--- src/rtl/whitened_sample_reader_if.sv ---
// RAM2 read port and Z-sample stream bundle for the whitened sample reader.
// master = the reader; slave = RAM2 plus the downstream ICA consumer.
interface whitened_sample_reader_if #(
  parameter int ADDR_W = 14,
  parameter int DATA_W = 26
);
  logic                     En_mem;
  logic                     R_w_mem;
  logic [ADDR_W-1:0]        addr_mem;
  logic signed [DATA_W-1:0] q1, q2, q3, q4;
  logic                     Z_valid;
  logic                     Z_ready;
  logic signed [DATA_W-1:0] Z1, Z2, Z3, Z4;
  logic                     Z_last;

  modport master (
    output En_mem, R_w_mem, addr_mem,
    input  q1, q2, q3, q4,
    output Z_valid, Z1, Z2, Z3, Z4, Z_last,
    input  Z_ready
  );

  modport slave (
    input  En_mem, R_w_mem, addr_mem,
    output q1, q2, q3, q4,
    input  Z_valid, Z1, Z2, Z3, Z4, Z_last,
    output Z_ready
  );
endinterface

--- src/rtl/whitened_sample_reader.sv ---
// Streams whitened samples Z1..Z4 out of RAM2 to the ICA core, hiding the
// one-cycle RAM read latency behind a credit-controlled 2-entry prefetch FIFO.
module whitened_sample_reader #(
  parameter int ADDR_W    = 14,
  parameter int DATA_W    = 26,
  parameter int N_SAMPLES = 10000
) (
  input  logic CLK_zread,
  input  logic RST_n,
  input  logic GO_zread,
  input  logic Loop,
  input  logic Abort,
  output logic Zread_busy,
  output logic Zread_done,
  whitened_sample_reader_if.master bus
);

  localparam logic [ADDR_W-1:0] LAST_ADDR = ADDR_W'(N_SAMPLES - 1);

  typedef enum logic [1:0] {IDLE, STREAM, DRAIN, DONE} state_t;

  typedef struct packed {
    logic signed [DATA_W-1:0] z1;
    logic signed [DATA_W-1:0] z2;
    logic signed [DATA_W-1:0] z3;
    logic signed [DATA_W-1:0] z4;
    logic                     last;
  } entry_t;

  state_t            state_q, state_d;
  logic [ADDR_W-1:0] addr_q, addr_d;
  logic              inflight_q, inflight_d;
  logic              infl_last_q, infl_last_d;
  logic [1:0]        cnt_q, cnt_d;
  entry_t            ent0_q, ent0_d, ent1_q, ent1_d;

  logic              issue, pop, push, at_last, flush;
  logic [1:0]        wr_idx;
  entry_t            new_ent;

  // Credit: never have more than two samples issued but not yet accepted.
  always_comb begin
    pop     = (cnt_q != 2'd0) && bus.Z_ready;
    push    = inflight_q;
    at_last = (addr_q == LAST_ADDR);
    flush   = Abort && (state_q != IDLE);
    issue   = (state_q == STREAM) && !Abort &&
              (({1'b0, cnt_q} + {2'b00, inflight_q} - {2'b00, pop}) < 3'd2);
    new_ent = '{z1: bus.q1, z2: bus.q2, z3: bus.q3, z4: bus.q4, last: infl_last_q};
    inflight_d  = issue;
    infl_last_d = issue && at_last;
  end

  // Shift-register FIFO: entry 0 is always the registered head.
  always_comb begin
    ent0_d = ent0_q;
    ent1_d = ent1_q;
    cnt_d  = cnt_q + {1'b0, push} - {1'b0, pop};
    wr_idx = cnt_q - {1'b0, pop};
    if (pop && (cnt_q == 2'd2)) ent0_d = ent1_q;
    if (push) begin
      if (wr_idx == 2'd0) ent0_d = new_ent;
      else                ent1_d = new_ent;
    end
    if (flush) cnt_d = 2'd0;
  end

  always_comb begin
    state_d = state_q;
    addr_d  = addr_q;
    case (state_q)
      IDLE: begin
        if (GO_zread && !Abort) begin
          addr_d  = '0;
          state_d = STREAM;
        end
      end
      STREAM: begin
        if (issue) begin
          if (!at_last)  addr_d  = addr_q + 1'b1;
          else if (Loop) addr_d  = '0;
          else           state_d = DRAIN;
        end
      end
      DRAIN:   if ((cnt_d == 2'd0) && !inflight_q) state_d = DONE;
      DONE:    state_d = IDLE;
      default: state_d = IDLE;
    endcase
    if (flush) state_d = IDLE;
  end

  always_ff @(posedge CLK_zread or negedge RST_n) begin
    if (!RST_n) begin
      state_q     <= IDLE;
      addr_q      <= '0;
      inflight_q  <= 1'b0;
      infl_last_q <= 1'b0;
      cnt_q       <= 2'd0;
      ent0_q      <= '0;
      ent1_q      <= '0;
    end else begin
      state_q     <= state_d;
      addr_q      <= addr_d;
      inflight_q  <= inflight_d;
      infl_last_q <= infl_last_d;
      cnt_q       <= cnt_d;
      ent0_q      <= ent0_d;
      ent1_q      <= ent1_d;
    end
  end

  assign bus.En_mem   = issue;
  assign bus.R_w_mem  = 1'b0;
  assign bus.addr_mem = addr_q;
  assign bus.Z_valid  = (cnt_q != 2'd0);
  assign bus.Z1       = ent0_q.z1;
  assign bus.Z2       = ent0_q.z2;
  assign bus.Z3       = ent0_q.z3;
  assign bus.Z4       = ent0_q.z4;
  assign bus.Z_last   = ent0_q.last;
  assign Zread_busy   = (state_q == STREAM) || (state_q == DRAIN);
  assign Zread_done   = (state_q == DONE);

endmodule

--- src/flat_wrapper.sv ---
// flat-port wrapper written by rule: the top's interface ports become plain ports
module whitened_sample_reader_flat 
#(
  parameter int ADDR_W    = 14,
  parameter int DATA_W    = 26,
  parameter int N_SAMPLES = 10000
)
  (CLK_zread, RST_n, GO_zread, Loop, Abort, Zread_busy, Zread_done, bus_En_mem, bus_R_w_mem, bus_addr_mem, bus_q1, bus_q2, bus_q3, bus_q4, bus_Z_valid, bus_Z1, bus_Z2, bus_Z3, bus_Z4, bus_Z_last, bus_Z_ready);
  whitened_sample_reader_if #(.ADDR_W(ADDR_W), .DATA_W(DATA_W)) bus_i ();
  input  logic CLK_zread;
  input  logic RST_n;
  input  logic GO_zread;
  input  logic Loop;
  input  logic Abort;
  output logic Zread_busy;
  output logic Zread_done;
  output wire logic [$bits(bus_i.En_mem)-1:0] bus_En_mem;
  output wire logic [$bits(bus_i.R_w_mem)-1:0] bus_R_w_mem;
  output wire logic [$bits(bus_i.addr_mem)-1:0] bus_addr_mem;
  input wire logic [$bits(bus_i.q1)-1:0] bus_q1;
  input wire logic [$bits(bus_i.q2)-1:0] bus_q2;
  input wire logic [$bits(bus_i.q3)-1:0] bus_q3;
  input wire logic [$bits(bus_i.q4)-1:0] bus_q4;
  output wire logic [$bits(bus_i.Z_valid)-1:0] bus_Z_valid;
  output wire logic [$bits(bus_i.Z1)-1:0] bus_Z1;
  output wire logic [$bits(bus_i.Z2)-1:0] bus_Z2;
  output wire logic [$bits(bus_i.Z3)-1:0] bus_Z3;
  output wire logic [$bits(bus_i.Z4)-1:0] bus_Z4;
  output wire logic [$bits(bus_i.Z_last)-1:0] bus_Z_last;
  input wire logic [$bits(bus_i.Z_ready)-1:0] bus_Z_ready;
  assign bus_En_mem = bus_i.En_mem;
  assign bus_R_w_mem = bus_i.R_w_mem;
  assign bus_addr_mem = bus_i.addr_mem;
  assign bus_i.q1 = bus_q1;
  assign bus_i.q2 = bus_q2;
  assign bus_i.q3 = bus_q3;
  assign bus_i.q4 = bus_q4;
  assign bus_Z_valid = bus_i.Z_valid;
  assign bus_Z1 = bus_i.Z1;
  assign bus_Z2 = bus_i.Z2;
  assign bus_Z3 = bus_i.Z3;
  assign bus_Z4 = bus_i.Z4;
  assign bus_Z_last = bus_i.Z_last;
  assign bus_i.Z_ready = bus_Z_ready;
  whitened_sample_reader #(.ADDR_W(ADDR_W), .DATA_W(DATA_W), .N_SAMPLES(N_SAMPLES)) u_core (.CLK_zread(CLK_zread), .RST_n(RST_n), .GO_zread(GO_zread), .Loop(Loop), .Abort(Abort), .Zread_busy(Zread_busy), .Zread_done(Zread_done), .bus(bus_i));
endmodule
--- config.mk ---
export PLATFORM = sky130hd
export DESIGN_NAME = whitened_sample_reader_flat
export DESIGN_NICKNAME = d
export VERILOG_FILES = /design/src/rtl/whitened_sample_reader_if.sv /design/src/rtl/whitened_sample_reader.sv /design/src/flat_wrapper.sv
export SDC_FILE = /design/constraint.sdc
export NUM_CORES = 1
export LEC_CHECK = 0
export CORE_ASPECT_RATIO = 1.25
export CORE_MARGIN = 2
export CORE_UTILIZATION = 50
export CTS_CLUSTER_SIZE = 12
export DETAILED_ROUTE_END_ITERATION = 12
export PLACE_DENSITY = 0.79
export SYNTH_ARGS = -nofsm -noshare
export SYNTH_HDL_FRONTEND = slang
export SYNTH_SLANG_ARGS = --single-unit
--- constraint.sdc ---
create_clock -name CLK_zread -period 3.3 [get_ports CLK_zread]
set_clock_uncertainty 0.15 [all_clocks]
set_input_delay 0.66 -clock CLK_zread [delete_from_list [all_inputs] [get_ports CLK_zread]]
set_output_delay 0.66 -clock CLK_zread [all_outputs]
set_load 0.02 [all_outputs]
==> results of run 1 <==
[what timing repair did]
action                                  CTS  global route
resized for setup                        11             4
endpoints found under the setup margin    1             2
pin swaps                                 2             6
buffers inserted                          5             1
[synthesized netlist by cell type, drive strengths merged]
cell type and instances:
ha 6, clkbuf 11, mux2i 105, inv 8
nor2 8, o41ai 2, or2 1, nand4b 1
o31ai 9, xnor2 2, mux2 105, o21ai 124
nor3b 3, nand4 4, nand2 113, a31oi 6
buf 41, nand3 9, o31a 1, conb 1
a41o 1, and2 1, and3 4, fa 1
a21oi 3, dfrtp 230, nor2b 4, nand3b 1
nor4b 1, nor4 1, o221ai 2, or3 1
nand2b 2, nor3 4
[cells by family (layout without fill, tap and decap cells)]
group           after synthesis  count (layout)  share of synthesized area, %
flops                       230             230                          57.9
mux                         210             210                          22.5
simple gates                158             158                          7.22
compound gates              148             148                          8.06
buf+inv                      60             307                          3.12
fa+ha+maj                     7               7                         0.957
xor+xnor                      2               2                         0.176
other cells                   1               2                        0.0378
[cell type report]
type	count	area, um2
inverter	8	30.0
tap	265	332
clock inverter	2	16.3
antenna	1	2.50
fill	1443	6040
multi-input combinational	526	3910
timing repair buffer	264	2710
clock buffer	33	676
sequential	230	5760
[state kept, by name, summed over array words and instances, names as in the netlist]
signal               count
u_core.bus.Z_last        1
u_core.bus.addr_mem     14
u_core.ent1_q          105
u_core.infl_last_q       1
u_core.cnt_q             2
u_core.bus.Z2           26
u_core.bus.Z4           26
u_core.bus.Z3           26
u_core.state_q           2
u_core.bus.Z1           26
u_core.inflight_q        1
[worst paths after layout]
kind                                     from                end  slack [ns]
hold reg to reg            u_core.infl_last_q  u_core.bus.Z_last        0.34
min in group CLK_zread     u_core.infl_last_q  u_core.bus.Z_last        0.34
hold / removal                          RST_n  u_core.ent1_q[30]       -0.03
setup / recovery              u_core.cnt_q[1]         bus_En_mem        0.03
setup reg to reg              u_core.cnt_q[1]  u_core.state_q[0]        0.09
max in group asynchronous               RST_n  u_core.bus.Z2[13]        2.18
[through the flow]
stage	TNS, ns	total power (uW)
2_1_floorplan	0	7280
3_3_place_gp	-0.439	9110
3_5_place_dp	-0.519	9290
4_1_cts	0	11800
5_1_grt	-0.0948	12400
6_report	0	11700
[report_power, final]
part / total [uW] / internal (uW) / leakage, uW / switching, uW
clock network: 2450 / 1410 / 0.000340 / 1030
logic: 4630 / 2400 / 0.00305 / 2230
registers: 4650 / 4020 / 0.00295 / 631
total: 11700 / 7840 / 0.00634 / 3890
[metal layers]
metal	up-vias	GRT usage, %	wire length, um
met5	-	0	0
met4	0	5.57	444
met3	31	6.33	1930
met2	214	35.8	11300
met1	3443	27.0	9140
li1	3337	-	-
==> flow_summary_export.csv, run 1 <==
group,metric,value,unit
clock_tree,h-tree-depth,1,
place,pre_cts_slack,-0.471,ns
worst_setup_path,cp_top_family,"adder cells",
floorplan,initial_core_util,51.0,%
final_layout,final_cell_mix,"230 x dfrtp_1, 229 x clkdlybuf4s50_1, 112 x nand2_1",
sta,period_needed,3.27,ns
worst_setup_path,path_max_fanout,2,
synth,postSynthCellCount,816,
sta,setup_viol,0,
clock_tree,cts_buffers,24,
sta,post-route-worst-setup-slack,0.0349,ns
place,numPortBuffers,232,
worst_setup_path,required,2.49,ns
synth,synth_top_area_share,57.9,%
power,leakage,0.00634,uW
final_layout,fin_cells,1329,
worst_setup_path,crit_cells,9,
worst_setup_path,reg2reg_depth,15,
sta,hold_viol_final,18,
final_layout,layout-drive-gt1-share,17.2,%
synth,ys_types,42,
clock_tree,cts_buffer_depth,3,
global_route,antenna_found_initial,0,
routing,postRouteAntennaNets,0,
synth,ys_seq_area_share,57.9,%
worst_setup_path,cp_slowest_cell,"fa_2",
outcome,violations,"hold timing",
final_layout,area_growth_syn_to_layout,35.2,%
power,max-vdd-ir-drop,0.669,mV
floorplan,core-area,19500,um2
worst_setup_path,arrival,2.46,ns
clock_tree,tritoncts,"done",
routing,wire_per_inst,17.1,um
worst_setup_path,cp_num_buf_inv,3,
sta,worstMarginPinSlew,0.721,ns
worst_hold_path,hold_path_class,"in2async",
sta,rsz0062_at_grt,"true",
clock_tree,cts_hold_buf,0,
clock_tree,clk_pin_slew,0.06,ns
worst_setup_path,end_kind,"output pin",
floorplan,dieArea,21000,um2
global_route,grt_use_total,21.3,%
floorplan,placementRows,57,
worst_setup_path,max_stage_delay,0.53,ns
final_layout,final_common_cell,"dfrtp_1",
place,placed_cell_area,12700,um2
synth,yosysWarnings,0,
clock_tree,clock-sinks,230,
routing,firstDrtPassIters,4,
final_layout,utilization,69.0,%
global_route,grt_pass1_wl,36500,um
sta,fmax,306,MHz
routing,drt_iter0_markers,302,
worst_setup_path,critPathMostFrequentCell,"inv_2",
synth,synth_area_leaders,"dfrtp_1 58%, mux2_2 12%, mux2i_1 11%",
clock_tree,root_buffer,"clkbuf_16",
routing,drc,0,
place,place.gp.congestion,0.813,
place,dp_hpwl,15000,um
worst_setup_path,path_cells,"or2_4 > nand2_4 > xnor2_2 > ha_2 > inv_2 > fa_2 > nand4b_1 > inv_2 > buf_6",
power,power.density,874,nW/um2
floorplan,dieHeight,162,um
synth,synth-seq-cells,230,
sta,relSlewSlack,51.6,%
outcome,outcome,"finished with violations",
floorplan,die_w,130,um
routing,wl,22800,um
worst_setup_path,crit_type,"reg2out",
synth,postSynthNetCount,933,
routing,vias_per_cell,5.29,
final_layout,nets,1171,
flow_run,drv_cap,0,
global_route,grt_pass1_vias,7255,
synth,syn-cell-area,9930,um2
sta,whs,-0.0298,ns
synth,synth_area_per_cell,12.2,um2
clock_tree,clk-insertion-delay-late,0.50,ns
floorplan,io_pins,234,
routing,vias,7025,
place,dpl.cell_count,1287,
global_route,grt_max_degree,107,
sta,period_share,98.9,%
global_route,gr-total-overflow,0,
sta,drv_slew,0,
worst_setup_path,cp-start-kind,"flop",
synth,yosysTopAreaCell,"dfrtp_1",
final_layout,stdcell_area,13400,um2
No activity file was read; power rests on OpenSTA's default activity.
==> run 2: changes to the inputs <==
CORE_ASPECT_RATIO = unset   (was 1.25)
==> run 2 against run 1 <==
Net effect: sequential power is essentially flat; the run still ends with hold timing left; count of clock-buffer cells in the layout grew 7; global-route usage shrank 0.18 points; largest cell class unchanged.
==> flow_summary_export.csv, run 2 (synthesized netlist as in run 1, its figures left out) <==
group,metric,value,unit
final_layout,utilization,69.3,%
global_route,grt_pass1_wl,37200,um
routing,drt_iter0_markers,478,
power,internal_power,8080,uW
worst_setup_path,path_max_fanout,2,
sta,rsz0062_at_grt,"true",
final_layout,top_register,"u_core.ent1_q",
place,placed_cell_area,12600,um2
final_layout,diodes,0,
clock_tree,clk-insertion-delay-late,0.51,ns
floorplan,io_pins,234,
final_layout,stdcell_area,13500,um2
sta,worstMarginPinSlew,0.703,ns
power,combPwrFrac,38.4,%
global_route,grt_use_total,21.2,%
final_layout,nets,1164,
clock_tree,root_buffer,"clkbuf_16",
clock_tree,clock-sinks,230,
worst_setup_path,cp_top_family,"adder cells",
clock_tree,cts_buffers,26,
sta,period_needed,3.28,ns
global_route,grt_max_degree,123,
global_route,antenna_found_initial,0,
floorplan,die_w,145,um
global_route,gr-total-overflow,0,
floorplan,dieHeight,145,um
worst_setup_path,critPathMostFrequentCell,"inv_2",
power,clkPwrFrac,23.0,%
power,switching_share,32.7,%
worst_setup_path,reg2reg_depth,13,
sta,drv_slew,0,
power,leakage,0.00637,uW
floorplan,initial_core_util,51.0,%
floorplan,dieArea,21000,um2
place,place.gp.congestion,0.789,
global_route,grt_pass1_vias,7150,
outcome,violations,"hold timing",
clock_tree,clk_pin_slew,0.06,ns
routing,vias,7073,
worst_setup_path,end_kind,"output pin",
final_layout,final_common_cell,"dfrtp_1",
routing,postRouteAntennaNets,0,
power,p_sw,3930,uW
floorplan,core-area,19500,um2
power,max-vdd-ir-drop,0.566,mV
power,seqPwrFrac,38.6,%
routing,drc,0,
place,numPortBuffers,232,
clock_tree,tritoncts,"done",
place,pre_cts_slack,-0.495,ns
final_layout,layout-drive-gt1-share,17.2,%
worst_setup_path,path_cells,"or2_4 > nand2_4 > xnor2_2 > ha_2 > inv_2 > fa_2 > nand4b_1 > inv_2 > buf_6",
sta,tns,0,ns
final_layout,final_cell_mix,"230 x dfrtp_1, 229 x clkdlybuf4s50_1, 112 x nand2_1",
final_layout,largest_reg_flops,105,
floorplan,placementRows,51,
sta,fmax,305,MHz
worst_setup_path,r2r_start,"u_core.cnt_q[0]",
routing,vias_per_cell,5.31,
worst_setup_path,cp_num_buf_inv,3,
sta,hold_viol_final,5,
sta,whs,-0.0221,ns
worst_setup_path,max_stage_delay,0.53,ns
sta,setup_viol,0,
power,power.density,891,nW/um2
routing,wl,22200,um
worst_setup_path,cp_slowest_cell,"fa_2",
sta,period_share,99.3,%
final_layout,area_growth_syn_to_layout,35.7,%
worst_setup_path,crit_type,"reg2out",
clock_tree,cts_buffer_depth,3,
flow_run,drv_cap,0,
final_layout,fillers,1418,
routing,firstDrtPassIters,4,
worst_setup_path,r2r_slack,0.33,ns
routing,wire_per_inst,16.7,um
clock_tree,h-tree-depth,1,
worst_setup_path,cp-start-kind,"flop",
worst_setup_path,r2r-end,"u_core.state_q[0]",
place,dp_hpwl,14300,um
outcome,outcome,"finished with violations",
worst_setup_path,required,2.49,ns
worst_setup_path,arrival,2.47,ns
sta,post-route-worst-setup-slack,0.0236,ns
sta,relSlewSlack,52.8,%
worst_hold_path,hold_path_class,"in2async",
[run 2: cell types whose count changed in the layout (fill, tap and decap cells not counted), sizes merged]
cell	change
buf	-9
bufinv	+1
clkbuf	+7
clkinv	+5
diode	-1
[run 2: worst max path at each step]
stage                     depth (start not counted)  slack, ns       startpoint          to
after floorplan                                   8       0.41  u_core.cnt_q[1]  bus_En_mem
after global placement                           10      -0.45      bus_Z_ready  bus_En_mem
after detailed placement                         10      -0.50      bus_Z_ready  bus_En_mem
after CTS                                         9      0.003  u_core.cnt_q[0]  bus_En_mem
after global routing                              9      -0.06  u_core.cnt_q[0]  bus_En_mem
final                                             9       0.02  u_core.cnt_q[0]  bus_En_mem
[run 2: through the flow]
stage	instances	total power, uW	hold WS, ns
finish	1332	12000	-0.0221
global route	1332	12700	0.0253
CTS	1330	12100	0.0112
detailed placement	1281	9260	0.342
global placement	1281	9100	0.320
floorplan	816	7280	0.214
[run 2: final cells by class]
type | count | area [um2] | share of cell area, %
sequential | 230 | 5760 | 42.7
multi-input combinational | 526 | 3910 | 29.0
timing repair buffer | 255 | 2630 | 19.5
clock buffer | 40 | 764 | 5.67
tap | 265 | 332 | 2.46
clock inverter | 8 | 68.8 | 0.510
inverter | 8 | 30.0 | 0.223
[run 2: what timing repair did]
item | CTS | global route
buffers inserted | 1 | 2
hold endpoints to repair | 0 | 0
gates resized for setup | 13 | 1
hold buffers | 0 | 0
endpoints found under the setup margin | 1 | 1
pin swaps | 4 | 1
[run 2: power by group through the flow]
stage | Clock (uW) | Sequential (uW) | Combinational, uW
floorplan | 0 | 5220 | 2060
global placement | 0 | 4610 | 4490
detailed placement | 0 | 4670 | 4590
CTS | 2840 | 4640 | 4640
global route | 2960 | 4780 | 4960
finish | 2770 | 4640 | 4610
[run 2: layer usage]
| metal | track usage [%] | part of all wire (%) |
|---|---|---|
| met5 | 0 | 0 |
| met4 | 5.50 | 1.9 |
| met3 | 4.72 | 6.3 |
| met2 | 35.5 | 50 |
| met1 | 28.0 | 42 |
==> run 3: changes to the inputs <==
PLACE_DENSITY = 0.8   (was 0.79)
TNS_END_PERCENT = 20   (was unset)
==> run 3 against run 2 <==
Net effect: the flow now finishes without violations; sequential share of layout area is essentially flat; flip-flop and latch count stayed put; critical path depth unchanged; highest routed layer unchanged; sequential power about the same; hold slack improved by 0.042 ns; largest cell class unchanged; clock power down 3%.
==> flow_summary_export.csv, run 3 (synthesized netlist as in run 1, its figures left out) <==
group,metric,value,unit
clock_tree,tritoncts,"done",
place,place.gp.congestion,0.836,
clock_tree,clock-sinks,230,
flow_run,drv_cap,0,
routing,drt_iter0_markers,277,
routing,drc,0,
clock_tree,h-tree-depth,1,
worst_setup_path,reg2reg_depth,17,
worst_setup_path,cp-start-kind,"flop",
power,max-vdd-ir-drop,0.605,mV
routing,vias,7081,
routing,firstDrtPassIters,6,
worst_setup_path,end_kind,"output pin",
final_layout,top_register,"u_core.ent1_q",
final_layout,layout-drive-gt1-share,17.4,%
place,pre_cts_slack,-0.515,ns
final_layout,area_growth_syn_to_layout,35.6,%
global_route,grt_pass1_wl,37200,um
worst_setup_path,max_stage_delay,0.53,ns
worst_hold_path,hold_path_class,"in2async",
final_layout,utilization,69.2,%
sta,hold_viol_final,0,
final_layout,multi_input_area,3900,um2
global_route,grt_pass1_vias,7048,
place,dp_hpwl,14800,um
worst_setup_path,r2r_start,"u_core.cnt_q[0]",
global_route,grt_use_total,21.3,%
power,leakage,0.00637,uW
worst_setup_path,endpoint,"bus_En_mem",
worst_setup_path,required,2.49,ns
clock_tree,clk_pin_slew,0.06,ns
worst_setup_path,path_cells,"or2_4 > nand2_2 > xnor2_1 > ha_2 > inv_1 > fa_2 > nand4b_1 > inv_2 > buf_6",
power,power.density,890,nW/um2
sta,rsz0062_at_grt,"true",
sta,worstMarginPinSlew,0.715,ns
floorplan,initial_core_util,51.0,%
final_layout,nets,1168,
final_layout,fillers,1440,
floorplan,dieHeight,145,um
clock_tree,clk-insertion-delay-late,0.51,ns
floorplan,core-area,19500,um2
sta,setup_viol,0,
global_route,antenna_found_initial,0,
sta,fmax,303,MHz
global_route,gr-total-overflow,0,
sta,post-route-worst-setup-slack,0.00438,ns
final_layout,seqCellArea,5760,um2
worst_setup_path,cp_slowest_cell,"fa_2",
floorplan,placementRows,51,
floorplan,die_w,145,um
final_layout,largest_reg_flops,105,
floorplan,dieArea,21000,um2
final_layout,final_common_cell,"dfrtp_1",
worst_setup_path,path_max_fanout,2,
worst_setup_path,crit_type,"reg2out",
clock_tree,cts_buffers,25,
clock_tree,root_buffer,"clkbuf_16",
sta,drv_slew,0,
routing,wl,22900,um
routing,vias_per_cell,5.31,
worst_setup_path,critPathLaunch,"u_core.cnt_q[0]",
sta,period_needed,3.30,ns
clock_tree,cts_hold_buf,0,
sta,relSlewSlack,52.3,%
clock_tree,cts_buffer_depth,3,
floorplan,io_pins,234,
routing,wire_per_inst,17.2,um
worst_setup_path,arrival,2.49,ns
global_route,grt_max_degree,119,
final_layout,final_cell_mix,"230 x dfrtp_1, 229 x clkdlybuf4s50_1, 112 x nand2_1",
final_layout,diodes,0,
sta,period_share,99.9,%
place,numPortBuffers,232,
outcome,outcome,"finished clean",
worst_setup_path,r2r_slack,0.12,ns
routing,postRouteAntennaNets,0,
worst_setup_path,r2r-end,"u_core.bus.addr_mem[6]",
[run 3: how the worst min path moves through the flow]
stage	endpoint	startpoint	slack (ns)	cells after the start
floorplan	u_core.bus.Z1[0]	RST_n	0.21	0
global placement	u_core.bus.Z_last	u_core.infl_last_q	0.32	2
detailed placement	u_core.bus.Z_last	u_core.infl_last_q	0.33	2
CTS	u_core.bus.Z3[12]	RST_n	0.05	1
global route	u_core.bus.Z3[15]	RST_n	0.08	1
finish	u_core.bus.Z3[9]	RST_n	0.02	1
[run 3: worst max-delay path, delay by kind of cell (launching register included)]
family        cells  cell delay, ns
flops             1            0.39
simple gates      3            0.49
fa+ha+maj         2            0.71
xor+xnor          1            0.12
buf+inv           3            0.27
[run 3: layer usage]
metal	wire (um)	track usage, %	vias to the layer above	part of all wire (%)
li1	-	-	3348	-
met1	9820	28.2	3528	43
met2	11400	36.1	168	50
met3	1080	4.18	37	4.7
met4	573	5.99	0	2.5
met5	0	0	-	0
[run 3: final cells by class]
type / count / area share, %
inverter: 8 / 0.223
timing repair buffer: 260 / 19.7
sequential: 230 / 42.7
clock inverter: 5 / 0.399
clock buffer: 39 / 5.55
multi-input combinational: 526 / 29.0
tap: 265 / 2.46
[run 3: where the power goes]
part | internal, uW | switching, uW
registers | 4020 | 633
clock network | 1630 | 1070
logic | 2400 | 2240
total | 8050 | 3940
[run 3: repair_timing]
action                                  CTS  global route
pin swaps                                 4             1
setup buffers                             6             0
resized for setup                        11             6
endpoints found under the setup margin    1             8
hold endpoints to repair                  0             0
[run 3: through the flow]
stage | total power, uW | TNS, ns | area, um2 | instances | hold WS [ns]
global placement | 9100 | -0.493 | 12600 | 1283 | 0.323
global route | 12700 | -0.141 | 13500 | 1333 | 0.0810
detailed placement | 9280 | -1.09 | 12600 | 1283 | 0.333
finish | 12000 | 0 | 13500 | 1333 | 0.0204
CTS | 12100 | 0 | 13500 | 1333 | 0.0477
floorplan | 7280 | 0 | 9930 | 816 | 0.214
